### src/rtl/pipe_ctrl_pkg.sv
// Shared types and encodings for the pipelined control unit: opcodes, ALUOp and
// forward-select codes, the decoded control bundle and the per-stage register layouts.
package pipe_ctrl_pkg;

  localparam int OPCODE_W   = 6;
  localparam int REG_ADDR_W = 5;
  localparam int ALUOP_W    = 2;

  localparam logic [OPCODE_W-1:0] OP_RTYPE = 6'b000000;
  localparam logic [OPCODE_W-1:0] OP_J     = 6'b000010;
  localparam logic [OPCODE_W-1:0] OP_BEQ   = 6'b000100;
  localparam logic [OPCODE_W-1:0] OP_BNE   = 6'b000101;
  localparam logic [OPCODE_W-1:0] OP_ADDI  = 6'b001000;
  localparam logic [OPCODE_W-1:0] OP_ANDI  = 6'b001100;
  localparam logic [OPCODE_W-1:0] OP_LW    = 6'b100011;
  localparam logic [OPCODE_W-1:0] OP_SW    = 6'b101011;

  typedef enum logic [ALUOP_W-1:0] {
    ALU_ADD   = 2'b00,
    ALU_SUB   = 2'b01,
    ALU_FUNCT = 2'b10,
    ALU_AND   = 2'b11
  } alu_op_e;

  typedef enum logic [1:0] {
    FWD_RF  = 2'b00,
    FWD_WB  = 2'b01,
    FWD_MEM = 2'b10
  } fwd_sel_e;

  typedef struct packed {
    logic    reg_dst;
    logic    jump;
    logic    branch_eq;
    logic    branch_ne;
    logic    mem_read;
    logic    mem_to_reg;
    logic    mem_write;
    logic    alu_src;
    logic    reg_write;
    alu_op_e alu_op;
  } ctrl_t;

  localparam ctrl_t CTRL_NOP = '0;

  // Jump is consumed in ID, so the stage registers carry only what later stages need.
  typedef struct packed {
    logic                  reg_dst;
    logic                  alu_src;
    logic                  branch_eq;
    logic                  branch_ne;
    alu_op_e               alu_op;
    logic                  mem_read;
    logic                  mem_write;
    logic                  reg_write;
    logic                  mem_to_reg;
    logic [REG_ADDR_W-1:0] rs;
    logic [REG_ADDR_W-1:0] rt;
    logic [REG_ADDR_W-1:0] wr_reg;
    logic                  illegal;
  } id_ex_t;

  typedef struct packed {
    logic                  mem_read;
    logic                  mem_write;
    logic                  reg_write;
    logic                  mem_to_reg;
    logic [REG_ADDR_W-1:0] wr_reg;
  } ex_mem_t;

  typedef struct packed {
    logic                  reg_write;
    logic                  mem_to_reg;
    logic [REG_ADDR_W-1:0] wr_reg;
  } mem_wb_t;

  function automatic logic uses_rs(input logic [OPCODE_W-1:0] op);
    return op != OP_J;
  endfunction

  function automatic logic uses_rt(input logic [OPCODE_W-1:0] op);
    return op inside {OP_RTYPE, OP_BEQ, OP_BNE, OP_SW};
  endfunction

  // The nearer producer (EX/MEM) holds the younger value, so it wins over MEM/WB.
  function automatic fwd_sel_e fwd_select(
    input logic [REG_ADDR_W-1:0] src,
    input logic                  mem_rw,
    input logic [REG_ADDR_W-1:0] mem_wr,
    input logic                  wb_rw,
    input logic [REG_ADDR_W-1:0] wb_wr
  );
    if (mem_rw && (mem_wr != '0) && (mem_wr == src)) return FWD_MEM;
    if (wb_rw && (wb_wr != '0) && (wb_wr == src))    return FWD_WB;
    return FWD_RF;
  endfunction

endpackage

### src/rtl/pipelined_control_decode.sv
// Combinational main decoder: opcode to control bundle, with an illegal-opcode flag.
module ctrl_decode
  import pipe_ctrl_pkg::*;
(
  input  logic [OPCODE_W-1:0] opcode_i,
  output ctrl_t               ctrl_o,
  output logic                illegal_o
);

  // NOTE: every output of an always_comb gets a default first, so no path can infer a latch.
  always_comb begin
    ctrl_o    = CTRL_NOP;
    illegal_o = 1'b0;
    case (opcode_i)
      OP_RTYPE: begin
        ctrl_o.reg_dst   = 1'b1;
        ctrl_o.reg_write = 1'b1;
        ctrl_o.alu_op    = ALU_FUNCT;
      end
      OP_J:   ctrl_o.jump = 1'b1;
      OP_BEQ: begin
        ctrl_o.branch_eq = 1'b1;
        ctrl_o.alu_op    = ALU_SUB;
      end
      OP_BNE: begin
        ctrl_o.branch_ne = 1'b1;
        ctrl_o.alu_op    = ALU_SUB;
      end
      OP_ADDI: begin
        ctrl_o.alu_src   = 1'b1;
        ctrl_o.reg_write = 1'b1;
      end
      OP_ANDI: begin
        ctrl_o.alu_src   = 1'b1;
        ctrl_o.reg_write = 1'b1;
        ctrl_o.alu_op    = ALU_AND;
      end
      OP_LW: begin
        ctrl_o.mem_read   = 1'b1;
        ctrl_o.mem_to_reg = 1'b1;
        ctrl_o.alu_src    = 1'b1;
        ctrl_o.reg_write  = 1'b1;
      end
      OP_SW: begin
        ctrl_o.mem_write = 1'b1;
        ctrl_o.alu_src   = 1'b1;
      end
      default: illegal_o = 1'b1;
    endcase
  end

endmodule

### src/rtl/pipelined_control.sv
// Pipelined control unit: ID decode, ID/EX, EX/MEM and MEM/WB control registers,
// load-use hazard bubbles, branch flush, EX-stage forwarding selects and a stall counter.
module pipelined_control
  import pipe_ctrl_pkg::*;
#(
  parameter int CNT_W = 16
) (
  input  logic                  clk,
  input  logic                  reset,
  input  logic [OPCODE_W-1:0]   id_opcode,
  input  logic [REG_ADDR_W-1:0] id_rs,
  input  logic [REG_ADDR_W-1:0] id_rt,
  input  logic [REG_ADDR_W-1:0] id_rd,
  input  logic                  flush,
  input  logic                  ext_stall,
  output logic                  id_jump,
  output logic                  hazard_stall,
  output logic                  ex_reg_dst,
  output logic                  ex_alu_src,
  output logic                  ex_branch_eq,
  output logic                  ex_branch_ne,
  output logic [ALUOP_W-1:0]    ex_alu_op,
  output logic [REG_ADDR_W-1:0] ex_wr_reg,
  output logic [1:0]            fwd_a,
  output logic [1:0]            fwd_b,
  output logic                  mem_mem_read,
  output logic                  mem_mem_write,
  output logic                  mem_reg_write,
  output logic                  mem_mem_to_reg,
  output logic [REG_ADDR_W-1:0] mem_wr_reg,
  output logic                  wb_reg_write,
  output logic                  wb_mem_to_reg,
  output logic [REG_ADDR_W-1:0] wb_wr_reg,
  output logic                  illegal_op,
  output logic [CNT_W-1:0]      stall_count
);

  ctrl_t            id_ctrl;
  logic             id_illegal;
  id_ex_t           ex_d, ex_q;
  ex_mem_t          mem_d, mem_q;
  mem_wb_t          wb_d, wb_q;
  logic [CNT_W-1:0] stall_count_d, stall_count_q;

  ctrl_decode u_decode (
    .opcode_i  (id_opcode),
    .ctrl_o    (id_ctrl),
    .illegal_o (id_illegal)
  );

  assign id_jump = id_ctrl.jump;

  // A load with a live destination in EX cannot feed an ID consumer in time.
  assign hazard_stall = ex_q.mem_read && (ex_q.wr_reg != '0) &&
                        ((uses_rs(id_opcode) && (ex_q.wr_reg == id_rs)) ||
                         (uses_rt(id_opcode) && (ex_q.wr_reg == id_rt)));

  always_comb begin
    ex_d = '0;
    if (!flush && !hazard_stall) begin
      ex_d.reg_dst    = id_ctrl.reg_dst;
      ex_d.alu_src    = id_ctrl.alu_src;
      ex_d.branch_eq  = id_ctrl.branch_eq;
      ex_d.branch_ne  = id_ctrl.branch_ne;
      ex_d.alu_op     = id_ctrl.alu_op;
      ex_d.mem_read   = id_ctrl.mem_read;
      ex_d.mem_write  = id_ctrl.mem_write;
      ex_d.reg_write  = id_ctrl.reg_write;
      ex_d.mem_to_reg = id_ctrl.mem_to_reg;
      ex_d.rs         = id_rs;
      ex_d.rt         = id_rt;
      ex_d.wr_reg     = id_ctrl.reg_dst ? id_rd : id_rt;
      ex_d.illegal    = id_illegal;
    end
  end

  always_comb begin
    mem_d.mem_read   = ex_q.mem_read;
    mem_d.mem_write  = ex_q.mem_write;
    mem_d.reg_write  = ex_q.reg_write;
    mem_d.mem_to_reg = ex_q.mem_to_reg;
    mem_d.wr_reg     = ex_q.wr_reg;
    wb_d.reg_write   = mem_q.reg_write;
    wb_d.mem_to_reg  = mem_q.mem_to_reg;
    wb_d.wr_reg      = mem_q.wr_reg;
  end

  always_comb begin
    stall_count_d = stall_count_q;
    if (hazard_stall && (stall_count_q != {CNT_W{1'b1}}))
      stall_count_d = stall_count_q + CNT_W'(1);
  end

  // NOTE: sequential state uses non-blocking assignments so every register samples pre-edge values.
  always_ff @(posedge clk or posedge reset) begin
    if (reset) begin
      ex_q          <= '0;
      mem_q         <= '0;
      wb_q          <= '0;
      stall_count_q <= '0;
    end else if (!ext_stall) begin
      ex_q          <= ex_d;
      mem_q         <= mem_d;
      wb_q          <= wb_d;
      stall_count_q <= stall_count_d;
    end
  end

  assign fwd_a = fwd_select(ex_q.rs, mem_q.reg_write, mem_q.wr_reg, wb_q.reg_write, wb_q.wr_reg);
  assign fwd_b = fwd_select(ex_q.rt, mem_q.reg_write, mem_q.wr_reg, wb_q.reg_write, wb_q.wr_reg);

  assign ex_reg_dst     = ex_q.reg_dst;
  assign ex_alu_src     = ex_q.alu_src;
  assign ex_branch_eq   = ex_q.branch_eq;
  assign ex_branch_ne   = ex_q.branch_ne;
  assign ex_alu_op      = ex_q.alu_op;
  assign ex_wr_reg      = ex_q.wr_reg;
  assign illegal_op     = ex_q.illegal;
  assign mem_mem_read   = mem_q.mem_read;
  assign mem_mem_write  = mem_q.mem_write;
  assign mem_reg_write  = mem_q.reg_write;
  assign mem_mem_to_reg = mem_q.mem_to_reg;
  assign mem_wr_reg     = mem_q.wr_reg;
  assign wb_reg_write   = wb_q.reg_write;
  assign wb_mem_to_reg  = wb_q.mem_to_reg;
  assign wb_wr_reg      = wb_q.wr_reg;
  assign stall_count    = stall_count_q;

endmodule

### config.mk
export PLATFORM = sky130hd
export DESIGN_NAME = pipelined_control
export DESIGN_NICKNAME = d
export VERILOG_FILES = /design/src/rtl/pipe_ctrl_pkg.sv /design/src/rtl/pipelined_control_decode.sv /design/src/rtl/pipelined_control.sv
export SDC_FILE = /design/constraint.sdc
export NUM_CORES = 1
export LEC_CHECK = 0
export CORE_AREA = 5 5 83 85
export CTS_CLUSTER_SIZE = 24
export DETAILED_ROUTE_END_ITERATION = 8
export DIE_AREA = 0 0 88 90
export GPL_TIMING_DRIVEN = 1
export PLACE_DENSITY = 0.79
export SYNTH_ARGS = -nofsm -noshare
export SYNTH_HDL_FRONTEND = slang
export SYNTH_SLANG_ARGS = --single-unit
### constraint.sdc
create_clock -name clk -period 5.5 [get_ports clk]
set_input_delay 1.1 -clock clk [delete_from_list [all_inputs] [get_ports clk]]
set_output_delay 1.1 -clock clk [all_outputs]
set_load 0.1 [all_outputs]
==> impl_metrics.csv <==
group,metric,value,unit
power_and_ir_drop,vdd_drop_max,0.169,mV
logic_synthesis,dominantRegCellSynth,"dfrtp_1",
logic_synthesis,synth_top_family_by_area,"XOR/XNOR gates",
logic_synthesis,syn_area,2890,um^2
place,gp_congestion,0.878,
floorplanning,dieWidth,88,um
outcome,status,"complete, no violations",
logic_synthesis,synthArstFlopShare,100,%
sta,fin_hold_ws,0.497,ns
routing,vias_per_cell,5.49,
sta,tns,0,ns
clocking,clockBufferDepth,2,
sta,setup_violations,0,
routing,drcViolationCount,0,
critical_path,critPathRequiredTime,4.40,ns
routing,dr.pass1.iters,4,
sta,rsz0062_at_grt,"false",
clocking,cts_root_buf,"clkbuf_8",
power_and_ir_drop,power.density,253,nW/um^2
clocking,postCtsSetupBuffers,0,
flow_run,drv.max_cap_violation_count,0,
final_layout,fin_util,60.7,%
clocking,cts_sinks,56,
routing,vias,2196,
global_routing,grtUsageTotal,17.2,%
critical_path,crit_type,"primary input to primary output",
clocking,cts_resized,0,
final_layout,syn2layout_area_growth,28.7,%
sta,fin_crit_sh,78.8,%
clocking,cts_made_buffers,5,
floorplanning,initial_core_util,47.2,%
global_routing,grt_antenna_before_repair,0,
clocking,postCtsHoldBufs,0,
sta,maxSlewHeadroom,34.4,%
clocking,htreeDepth,2,
sta,tightest_slew,0.980,ns
sta,slew_viol_final,0,
final_layout,fin_cells,400,
logic_synthesis,synth_cells,261,
final_layout,drive_gt1_share,13.3,%
final_layout,diodes,0,
final_layout,fin_nets,348,
critical_path,end_kind,"primary output",
worst_hold_path,hold_path.class,"flop to flop",
logic_synthesis,synth_fp_nets,287,
place,dp.cells,392,
final_layout,largest_reg_flops,16,
logic_synthesis,synth_seq_cells,56,
floorplanning,floorplan.die_area,7920,um^2
clocking,cts_tree,"built",
final_layout,nFillCells,508,
global_routing,grt_pass1_wl,11100,um
floorplanning,io_pins,75,
sta,fin_crit,4.33,ns
global_routing,grt-ovfl-total,0,
place,io_buffers,74,
logic_synthesis,synth_compound_area_share,10.3,%
place,hpwl,4850,um
routing,wl,6450,um
critical_path,crit_fanout,11,
floorplanning,core_area,6130,um^2
routing,ant_nets,0,
logic_synthesis,synth_edf_count,0,
logic_synthesis,synthMuxAreaShare,7.96,%
critical_path,cp.arrival,3.23,ns
clocking,clock_latency,0.31,ns
sta,hold_viol,0,
logic_synthesis,synth-simple-area-share,13.8,%
logic_synthesis,ys_seq_area_share,48.5,%
floorplanning,rows,29,
global_routing,grt_max_degree,57,
logic_synthesis,synth_fa_ha_area_share,0.433,%
logic_synthesis,synth_xor_area_share,13.9,%
sta,fin_skew,0.0123,ns
sta,max_freq,231,MHz
power_and_ir_drop,leakagePower,1.58,nW
routing,drtIter0Drc,130,
critical_path,worst_setup_path_start_kind,"primary input",
logic_synthesis,synth.distinct_cells,38,
routing,post_drt_wl_per_cell,16.1,um
floorplanning,die_h,90,um
logic_synthesis,avgSynthCellArea,11.1,um^2
clocking,path_clk_slew,0.10,ns
global_routing,grt_pass1_vias,2287,
logic_synthesis,yosys_warnings,0,
-- Yosys cell counts (2+ instances only) --
| master | n | area [um^2] |
|---|---|---|
| xnor2_1 | 28 | 245 |
| a32o_1 | 3 | 30.0 |
| nor2_1 | 7 | 26.3 |
| o21ai_1 | 9 | 45.0 |
| nand4_1 | 8 | 50.1 |
| buf_4 | 9 | 67.6 |
| a2111o_1 | 2 | 22.5 |
| buf_6 | 2 | 22.5 |
| buf_2 | 3 | 15.0 |
| and3_1 | 3 | 18.8 |
| o21ai_0 | 3 | 15.0 |
| or4_1 | 6 | 45.0 |
| o31ai_1 | 5 | 37.5 |
| nor4_1 | 6 | 37.5 |
| nand2_1 | 20 | 75.1 |
| mux2_2 | 16 | 180 |
| a22oi_1 | 2 | 15.0 |
| dfrtp_1 | 56 | 1400 |
| and2_1 | 2 | 12.5 |
| nor3_1 | 2 | 10.0 |
| mux2i_1 | 5 | 50.1 |
| and4b_1 | 3 | 30.0 |
| nand3b_1 | 2 | 15.0 |
| nand3_1 | 11 | 55.1 |
| xor2_1 | 18 | 158 |
| clkbuf_1 | 9 | 33.8 |
| a22o_1 | 10 | 87.6 |
-- critical path, stage by stage --
cell             delay [ns]
clkdlybuf4s50_1        0.68
nor2_1                 0.12
and4b_1                0.23
or4_1                  0.57
a21oi_2                0.21
buf_4                  0.32
-- worst paths after layout --
check,startpoint,to,slack [ns],cells past startpoint
max,id_opcode[3],hazard_stall,1.17,6
min,ex_q[18],ex_q[18],0.50,2
max reg2reg,stall_count[0],stall_count[1],3.22,6
min reg2reg,ex_q[18],ex_q[18],0.50,2
max in group asynchronous,reset,mem_wr_reg[4],3.71,3
min in group asynchronous,reset,ex_wr_reg[1],1.30,3
-- per-stage QoR --
step	total power, W	worst slack (ns)	instance area [um^2]
4_1_cts	0.000950	1.18	3720
3_5_place_dp	0.000729	1.19	3630
3_3_place_gp	0.000726	1.24	3630
2_1_floorplan	0.000660	-0.296	2910
5_1_grt	0.000987	1.05	3720
6_report	0.000942	1.17	3720
-- layout by cell type (no fill, tap or decap), types with 6 or more instances in the layout --
master	synthesis	layout
mux2_2	16	16
a22o_1	10	10
nand3_1	11	11
xor2_1	18	18
dfrtp_2	0	8
nand4_1	8	8
nor2_1	7	7
dfrtp_1	56	48
xnor2_1	28	28
clkdlybuf4s50_1	0	72
o21ai_1	9	9
or4_1	6	6
nand2_1	20	20
-- report_power, final --
group / internal (W) / switching [W] / leakage (nW)
Combinational: 0.0000837 / 0.000171 / 0.792
Clock: 0.0000904 / 0.000132 / 0.0404
Sequential: 0.000433 / 0.0000311 / 0.745
-- logic make-up (layout without fill, tap and decap cells) --
group                    after synthesis  in the layout
flip-flops                            56             56
buffers and inverters                 25             87
adder cells (fa/ha/maj)                1              1
multiplexers                          21             21
XOR/XNOR                              46             46
AO/OA/AOI/OAI                         39             39
AND/OR/NAND/NOR                       73             73
-- per-layer routing --
metal / global-route usage (%) / vias up / share of wire, %
met3: 3.66 / 9 / 5.1
li1: - / 1055 / -
met5: 0 / - / 0
met4: 4.73 / 0 / 1.5
met2: 26.6 / 55 / 47
met1: 24.3 / 1077 / 46
-- layout make-up --
| cell class | count | area [um^2] | share of cell area [%] |
|---|---|---|---|
| Multi-Input combinational cell | 180 | 1360 | 36.4 |
| Inverter | 2 | 7.51 | 0.202 |
| Sequential cell | 56 | 1410 | 37.9 |
| Clock buffer | 5 | 68.8 | 1.85 |
| Clock inverter | 3 | 23.8 | 0.639 |
| Tap cell | 77 | 96.3 | 2.59 |
| Timing Repair Buffer | 77 | 758 | 20.4 |
(Power assumes the default switching activity.)
